$ cat src/rtl/slt_cmp_iter_if.sv
// Request/result bundle between decode and the iterative compare unit.
// No logic inside; latency is set by whichever module drives it.
// Valid/ready on both sides: request in_vld/in_rdy, result out_vld/out_rdy.
interface slt_cmp_iter_if #(
  parameter int XLEN = 32
);
  logic            in_vld;
  logic            in_rdy;
  logic            is_branch;
  logic [2:0]      func3;
  logic [XLEN-1:0] rs1_dat;
  logic [XLEN-1:0] rs2_dat;
  logic            out_vld;
  logic            out_rdy;
  logic [XLEN-1:0] out_dat;
  logic            taken;

  // Producer/consumer side (decode + writeback/PC-select)
  modport master (
    output in_vld, is_branch, func3, rs1_dat, rs2_dat, out_rdy,
    input  in_rdy, out_vld, out_dat, taken
  );

  // Compare unit side
  modport slave (
    input  in_vld, is_branch, func3, rs1_dat, rs2_dat, out_rdy,
    output in_rdy, out_vld, out_dat, taken
  );
endinterface

$ cat src/rtl/slt_cmp_iter.sv
// Iterative SLT/SLTU and branch compare, CHUNK bits per cycle, MSB chunk first.
// Result valid k cycles after accept (k = deciding chunk, 1..N; N when EARLY_EXIT=0).
// in_rdy only in IDLE; result held in DONE until out_rdy; flush aborts to IDLE.
module slt_cmp_iter #(
  parameter int XLEN       = 32,
  parameter int CHUNK      = 8,
  parameter bit EARLY_EXIT = 1'b1
) (
  input  logic         clk_i,
  input  logic         rst_n_i,
  input  logic         flush_i,
  slt_cmp_iter_if.slave bus
);
  localparam int N  = XLEN / CHUNK;
  localparam int IW = (N > 1) ? $clog2(N) : 1;
  localparam logic [IW-1:0] IDX_TOP = IW'(N - 1);

  generate
    if ((CHUNK < 1) || (CHUNK > XLEN) || ((XLEN % CHUNK) != 0)) begin : g_bad_param
      $error("slt_cmp_iter: XLEN must be a positive multiple of CHUNK");
    end
  endgenerate

  typedef enum logic [1:0] {S_IDLE, S_CMP, S_DONE} state_t;

  state_t          state_q, state_d;
  logic [XLEN-1:0] a_q, b_q;
  logic [2:0]      func3_q;
  logic            br_q;
  logic [IW-1:0]   idx_q, idx_d;
  logic            eq_q, eq_d;
  logic            lt_q, lt_d;
  logic [XLEN-1:0] out_q, out_d;
  logic            taken_q, taken_d;
  logic            cap;

  logic [CHUNK-1:0] a_ch, b_ch;
  logic             signed_op;
  logic             diff;
  logic             res_out;
  logic             res_taken;

  // Select the current chunk; signed ops bias the sign bit in the top chunk so an unsigned compare works
  always_comb begin
    signed_op = br_q ? ((func3_q == 3'b100) || (func3_q == 3'b101)) : (func3_q == 3'b010);
    a_ch      = a_q[idx_q*CHUNK +: CHUNK];
    b_ch      = b_q[idx_q*CHUNK +: CHUNK];
    if (signed_op && (idx_q == IDX_TOP)) begin
      a_ch[CHUNK-1] = ~a_ch[CHUNK-1];
      b_ch[CHUNK-1] = ~b_ch[CHUNK-1];
    end
    diff = (a_ch != b_ch);
  end

  // Next state, compare accumulation and result decode; flush overrides everything
  always_comb begin
    state_d   = state_q;
    idx_d     = idx_q;
    eq_d      = eq_q;
    lt_d      = lt_q;
    out_d     = out_q;
    taken_d   = taken_q;
    cap       = 1'b0;
    res_out   = 1'b0;
    res_taken = 1'b0;

    case (state_q)
      S_IDLE: begin
        if (bus.in_vld) begin
          cap     = 1'b1;
          state_d = S_CMP;
          idx_d   = IDX_TOP;
          eq_d    = 1'b1;
          lt_d    = 1'b0;
        end
      end
      S_CMP: begin
        // Only the first unequal chunk decides lt
        if (diff && eq_q) begin
          eq_d = 1'b0;
          lt_d = (a_ch < b_ch);
        end
        if ((idx_q == '0) || (EARLY_EXIT && diff)) begin
          state_d = S_DONE;
          if (!br_q) begin
            res_out = ((func3_q == 3'b010) || (func3_q == 3'b011)) ? lt_d : 1'b0;
          end else begin
            case (func3_q)
              3'b000:  res_taken = eq_d;
              3'b001:  res_taken = ~eq_d;
              3'b100:  res_taken = lt_d;
              3'b101:  res_taken = ~lt_d;
              3'b110:  res_taken = lt_d;
              3'b111:  res_taken = ~lt_d;
              default: res_taken = 1'b0;
            endcase
          end
          out_d   = XLEN'(res_out);
          taken_d = res_taken;
        end else begin
          idx_d = idx_q - IW'(1);
        end
      end
      S_DONE: begin
        if (bus.out_rdy) begin
          state_d = S_IDLE;
        end
      end
      default: state_d = S_IDLE;
    endcase

    if (flush_i) begin
      state_d = S_IDLE;
      cap     = 1'b0;
      out_d   = out_q;
      taken_d = taken_q;
    end
  end

  // State register
  always_ff @(posedge clk_i or negedge rst_n_i) begin
    if (!rst_n_i) begin
      state_q <= S_IDLE;
    end else begin
      state_q <= state_d;
    end
  end

  // Operand capture on accept plus compare/result registers
  always_ff @(posedge clk_i or negedge rst_n_i) begin
    if (!rst_n_i) begin
      a_q     <= '0;
      b_q     <= '0;
      func3_q <= '0;
      br_q    <= 1'b0;
      idx_q   <= '0;
      eq_q    <= 1'b1;
      lt_q    <= 1'b0;
      out_q   <= '0;
      taken_q <= 1'b0;
    end else begin
      if (cap) begin
        a_q     <= bus.rs1_dat;
        b_q     <= bus.rs2_dat;
        func3_q <= bus.func3;
        br_q    <= bus.is_branch;
      end
      idx_q   <= idx_d;
      eq_q    <= eq_d;
      lt_q    <= lt_d;
      out_q   <= out_d;
      taken_q <= taken_d;
    end
  end

  assign bus.in_rdy  = (state_q == S_IDLE);
  assign bus.out_vld = (state_q == S_DONE);
  assign bus.out_dat = out_q;
  assign bus.taken   = taken_q;
endmodule

$ cat src/flat_wrapper.sv
// flat-port wrapper written by rule: the top's interface ports become plain ports
module slt_cmp_iter_flat 
#(
  parameter int XLEN       = 32,
  parameter int CHUNK      = 8,
  parameter bit EARLY_EXIT = 1'b1
)
  (clk_i, rst_n_i, flush_i, bus_in_vld, bus_is_branch, bus_func3, bus_rs1_dat, bus_rs2_dat, bus_out_rdy, bus_in_rdy, bus_out_vld, bus_out_dat, bus_taken);
  slt_cmp_iter_if #(.XLEN(XLEN)) bus_i ();
  input  logic clk_i;
  input  logic rst_n_i;
  input  logic flush_i;
  input wire logic [$bits(bus_i.in_vld)-1:0] bus_in_vld;
  input wire logic [$bits(bus_i.is_branch)-1:0] bus_is_branch;
  input wire logic [$bits(bus_i.func3)-1:0] bus_func3;
  input wire logic [$bits(bus_i.rs1_dat)-1:0] bus_rs1_dat;
  input wire logic [$bits(bus_i.rs2_dat)-1:0] bus_rs2_dat;
  input wire logic [$bits(bus_i.out_rdy)-1:0] bus_out_rdy;
  output wire logic [$bits(bus_i.in_rdy)-1:0] bus_in_rdy;
  output wire logic [$bits(bus_i.out_vld)-1:0] bus_out_vld;
  output wire logic [$bits(bus_i.out_dat)-1:0] bus_out_dat;
  output wire logic [$bits(bus_i.taken)-1:0] bus_taken;
  assign bus_i.in_vld = bus_in_vld;
  assign bus_i.is_branch = bus_is_branch;
  assign bus_i.func3 = bus_func3;
  assign bus_i.rs1_dat = bus_rs1_dat;
  assign bus_i.rs2_dat = bus_rs2_dat;
  assign bus_i.out_rdy = bus_out_rdy;
  assign bus_in_rdy = bus_i.in_rdy;
  assign bus_out_vld = bus_i.out_vld;
  assign bus_out_dat = bus_i.out_dat;
  assign bus_taken = bus_i.taken;
  slt_cmp_iter #(.XLEN(XLEN), .CHUNK(CHUNK), .EARLY_EXIT(EARLY_EXIT)) u_core (.clk_i(clk_i), .rst_n_i(rst_n_i), .flush_i(flush_i), .bus(bus_i));
endmodule
$ cat config.mk
export PLATFORM = sky130hd
export DESIGN_NAME = slt_cmp_iter_flat
export DESIGN_NICKNAME = d
export VERILOG_FILES = /design/src/rtl/slt_cmp_iter_if.sv /design/src/rtl/slt_cmp_iter.sv /design/src/flat_wrapper.sv
export SDC_FILE = /design/constraint.sdc
export NUM_CORES = 1
export LEC_CHECK = 0
export BUFFER_PORTS_ARGS = -buffer_cell sky130_fd_sc_hd__buf_4
export CORE_UTILIZATION = 31
export DETAILED_ROUTE_END_ITERATION = 10
export SLEW_MARGIN = 25
export SYNTH_ARGS = -nofsm -noshare
export SYNTH_HDL_FRONTEND = slang
export SYNTH_SLANG_ARGS = --single-unit
$ cat constraint.sdc
create_clock -name clk_i -period 4 [get_ports clk_i]
set_input_delay 0.2 -clock clk_i [delete_from_list [all_inputs] [get_ports clk_i]]
set_output_delay 0.2 -clock clk_i [all_outputs]
set_load 0.01 [all_outputs]
==> results.sh <==
export IMPL_maxSlewHeadroom=0.410
export IMPL_n_fill_cell=1151
export IMPL_die_area_um2=13000
export IMPL_grt_pass1_wl_um=13200
export IMPL_stdcell_area_um2=4850
export IMPL_post_route_min_period_ns=3.21
export IMPL_arrival_ns=3.44
export IMPL_dp_slack_ns=0.780
export IMPL_crit_family="simple AND/OR/NAND/NOR gates"
export IMPL_regToRegSetupSlack_ns=0.79
export IMPL_hold_viol=0
export IMPL_area_delta_synth_final_pct=24.6
export IMPL_cellLeakagePower_nw=2.18
export IMPL_drive_gt1_frac=0.488
export IMPL_place_gp_congestion=0.769
export IMPL_cp_slowest_cell="dfrtp_1"
export IMPL_num_rows=40
export IMPL_core_region_area_um2=12100
export IMPL_grt_max_degree=77
export IMPL_cts_buffers_inserted=9
export IMPL_cp_max_fo=14
export IMPL_min_period_over_period=0.804
export IMPL_path_clk_slew_ns=0.06
export IMPL_wl_per_cell_um=14.6
export IMPL_cp_data_required_time_ns=4.22
export IMPL_dp_hpwl_um=5680
export IMPL_tightest_slew_ns=0.885
export IMPL_seq_area_frac_synth=0.489
export IMPL_grt_pass1_vias=2549
export IMPL_grt_use_total=0.134
export IMPL_cp_num_buf_inv=1
export IMPL_clkLatencyLatePin_ns=0.34
export IMPL_htree_levels=3
export IMPL_crit_cells=9
export IMPL_ios=108
export IMPL_layout_setup_ws_ns=0.786
export IMPL_mostFrequentLayoutCells="77 x buf_4, 75 x dfrtp_1, 67 x mux2_2"
export IMPL_power_density_nw_per_um2=509
export IMPL_n_antenna_cell=0
export IMPL_fmax_mhz=311
export IMPL_syn_inst=290
export IMPL_critical_path_class="register to register"
export IMPL_endpoint_kind="register"
export IMPL_ant_nets=0
export IMPL_hold_depth=2
export IMPL_dpl_cell_area_um2=4520
export IMPL_whs_ns=0.0292
export IMPL_rr_worst_depth=9
export IMPL_layout_commonest_cell="buf_4"
export IMPL_maxSlewViolCount=0
export IMPL_setup_violations=0
export IMPL_slowest_delay_ns=0.63
export IMPL_fin_setup_tns_ns=0
export IMPL_ys_types=37
export IMPL_cts_tree="built"
export IMPL_avgSynthCellArea_um2=13.4
export IMPL_cts_sinks=76
export IMPL_async_flop_share=1.00
export IMPL_avgViaCountPerCell=4.54
export IMPL_clock_path_buffers=2
export IMPL_antenna_found_initial=0
export IMPL_portBuffers=76
export IMPL_max_cap_viol_count=0
export IMPL_cts_setup_buffers=0
export IMPL_synth_edff_count=0
export IMPL_root_buffer="clkbuf_16"
export IMPL_vdd_drop_max_mv=0.160
export IMPL_finClkSkew_ns=0.00559
export IMPL_nets=449
export IMPL_worstSetupStartpointType="register"
export IMPL_wirelength_um=7880
export IMPL_cp_cell_sequence="buf_12 > mux4_2 > xor2_1 > ha_1 > nand4_1 > nor3_1 > or2_2 > nor2_1 > a22o_1"
export IMPL_rsz0062_at_grt="false"
export IMPL_num_vias=2446
export IMPL_power_total_mw=2.47
export IMPL_drc=0
export IMPL_die_h_um=114
export IMPL_grt_overflow=0
export IMPL_hp_class="primary input to register"
export IMPL_ys_seq_elements=76
export IMPL_yosys_warnings=0
export IMPL_drt_iter0_drc=81
export IMPL_synth_area_um2=3890
export IMPL_drt_pass1_iterations=5
export IMPL_status="completed"
export IMPL_synth_ff_type="dfrtp_1"
export IMPL_initial_core_util=0.321
export IMPL_die_width_um=114
-- flip-flops by register name (all words and copies together), names as in the netlist --
register / cells
u_core.b_q: 32
u_core.bus.taken: 1
u_core.br_q: 1
u_core.lt_q: 1
u_core.eq_q: 1
u_core.func3_q: 3
u_core.a_q: 32
u_core.bus.out_dat: 1
u_core.idx_q: 2
u_core.state_q: 2
-- Yosys cell counts, drive strengths merged (3+ instances only) --
cell | count | share of area
dfrtp | 75 | 0.48
mux2 | 67 | 0.19
buf | 43 | 0.076
mux4 | 16 | 0.093
inv | 14 | 0.013
o21ai | 11 | 0.014
ha | 10 | 0.032
nand2 | 9 | 0.0087
nor2 | 5 | 0.0055
a21oi | 4 | 0.0051
nor3 | 4 | 0.0051
mux2i | 3 | 0.0077
nand4 | 3 | 0.0048
-- cells by family (layout without fill, tap and decap cells) --
group,count (synthesis),count (layout),share of synthesized area
adder cells (fa/ha/maj),10,10,0.0321
flip-flops,76,76,0.489
AO/OA/AOI/OAI,25,25,0.0421
buffers and inverters,59,110,0.0919
other,1,31,0.000963
multiplexers,86,86,0.294
XOR/XNOR,2,2,0.00450
AND/OR/NAND/NOR,31,31,0.0456
-- path summary, 6_finish.rpt --
kind                                          to            start
min                            u_core.state_q[1]      bus_out_rdy
max reg2reg                u_core.bus.out_dat[0]  u_core.idx_q[0]
min in group asynchronous          u_core.a_q[3]          rst_n_i
max                        u_core.bus.out_dat[0]  u_core.idx_q[0]
min reg2reg                        u_core.b_q[4]    u_core.b_q[4]
max in group asynchronous         u_core.b_q[14]          rst_n_i
-- power by group --
part | internal (mW) | leakage, nW | switching [mW]
clock network | 0.562 | 0.153 | 0.308
logic | 0.327 | 1.13 | 0.228
registers | 0.938 | 0.895 | 0.104
total | 1.83 | 2.18 | 0.640
-- through the flow --
stage                      util  cells
after global placement    0.373    522
after detailed placement  0.373    522
after global routing      0.400    539
after CTS                 0.399    538
after floorplan               -    320
final                     0.400    539
-- timing repair --
action	in CTS	in global routing
hold buffers	0	1
endpoints found under the setup margin	0	0
endpoints found under the hold margin	0	75
gates resized for setup	0	0
-- per-layer routing --
| layer | routed length [um] | part of all wire | global-route usage | vias to the layer above |
|---|---|---|---|---|
| li1 | - | - | - | 1146 |
| met4 | 176 | 0.022 | 0.0710 | 0 |
| met2 | 3690 | 0.47 | 0.213 | 83 |
| met5 | 0 | 0 | 0 | - |
| met1 | 3680 | 0.47 | 0.173 | 1205 |
| met3 | 336 | 0.043 | 0.0265 | 12 |
-- final cells by class --
| class | instances | area, um2 | share of cell area |
|---|---|---|---|
| repair buffers | 80 | 619 | 0.128 |
| flip-flops and latches | 76 | 1900 | 0.392 |
| well taps | 168 | 210 | 0.0433 |
| multi-input cells | 185 | 1750 | 0.360 |
| clock inverters | 4 | 72.6 | 0.0150 |
| inverters | 14 | 52.6 | 0.0108 |
| clock buffers | 12 | 246 | 0.0508 |
-- worst reg2reg max path: cells and delay by family (launching register included) --
family                     cells  cell delay, ns
AOI/OAI and AO/OA              1            0.19
xor gates and xnor gates       1            0.16
adders and majority gates      1            0.31
buffers and inverters          1            0.23
DFF                            1            0.63
muxes                          1            0.52
and+or+nand+nor                4            1.07
Power figures use the tool's default switching activity.
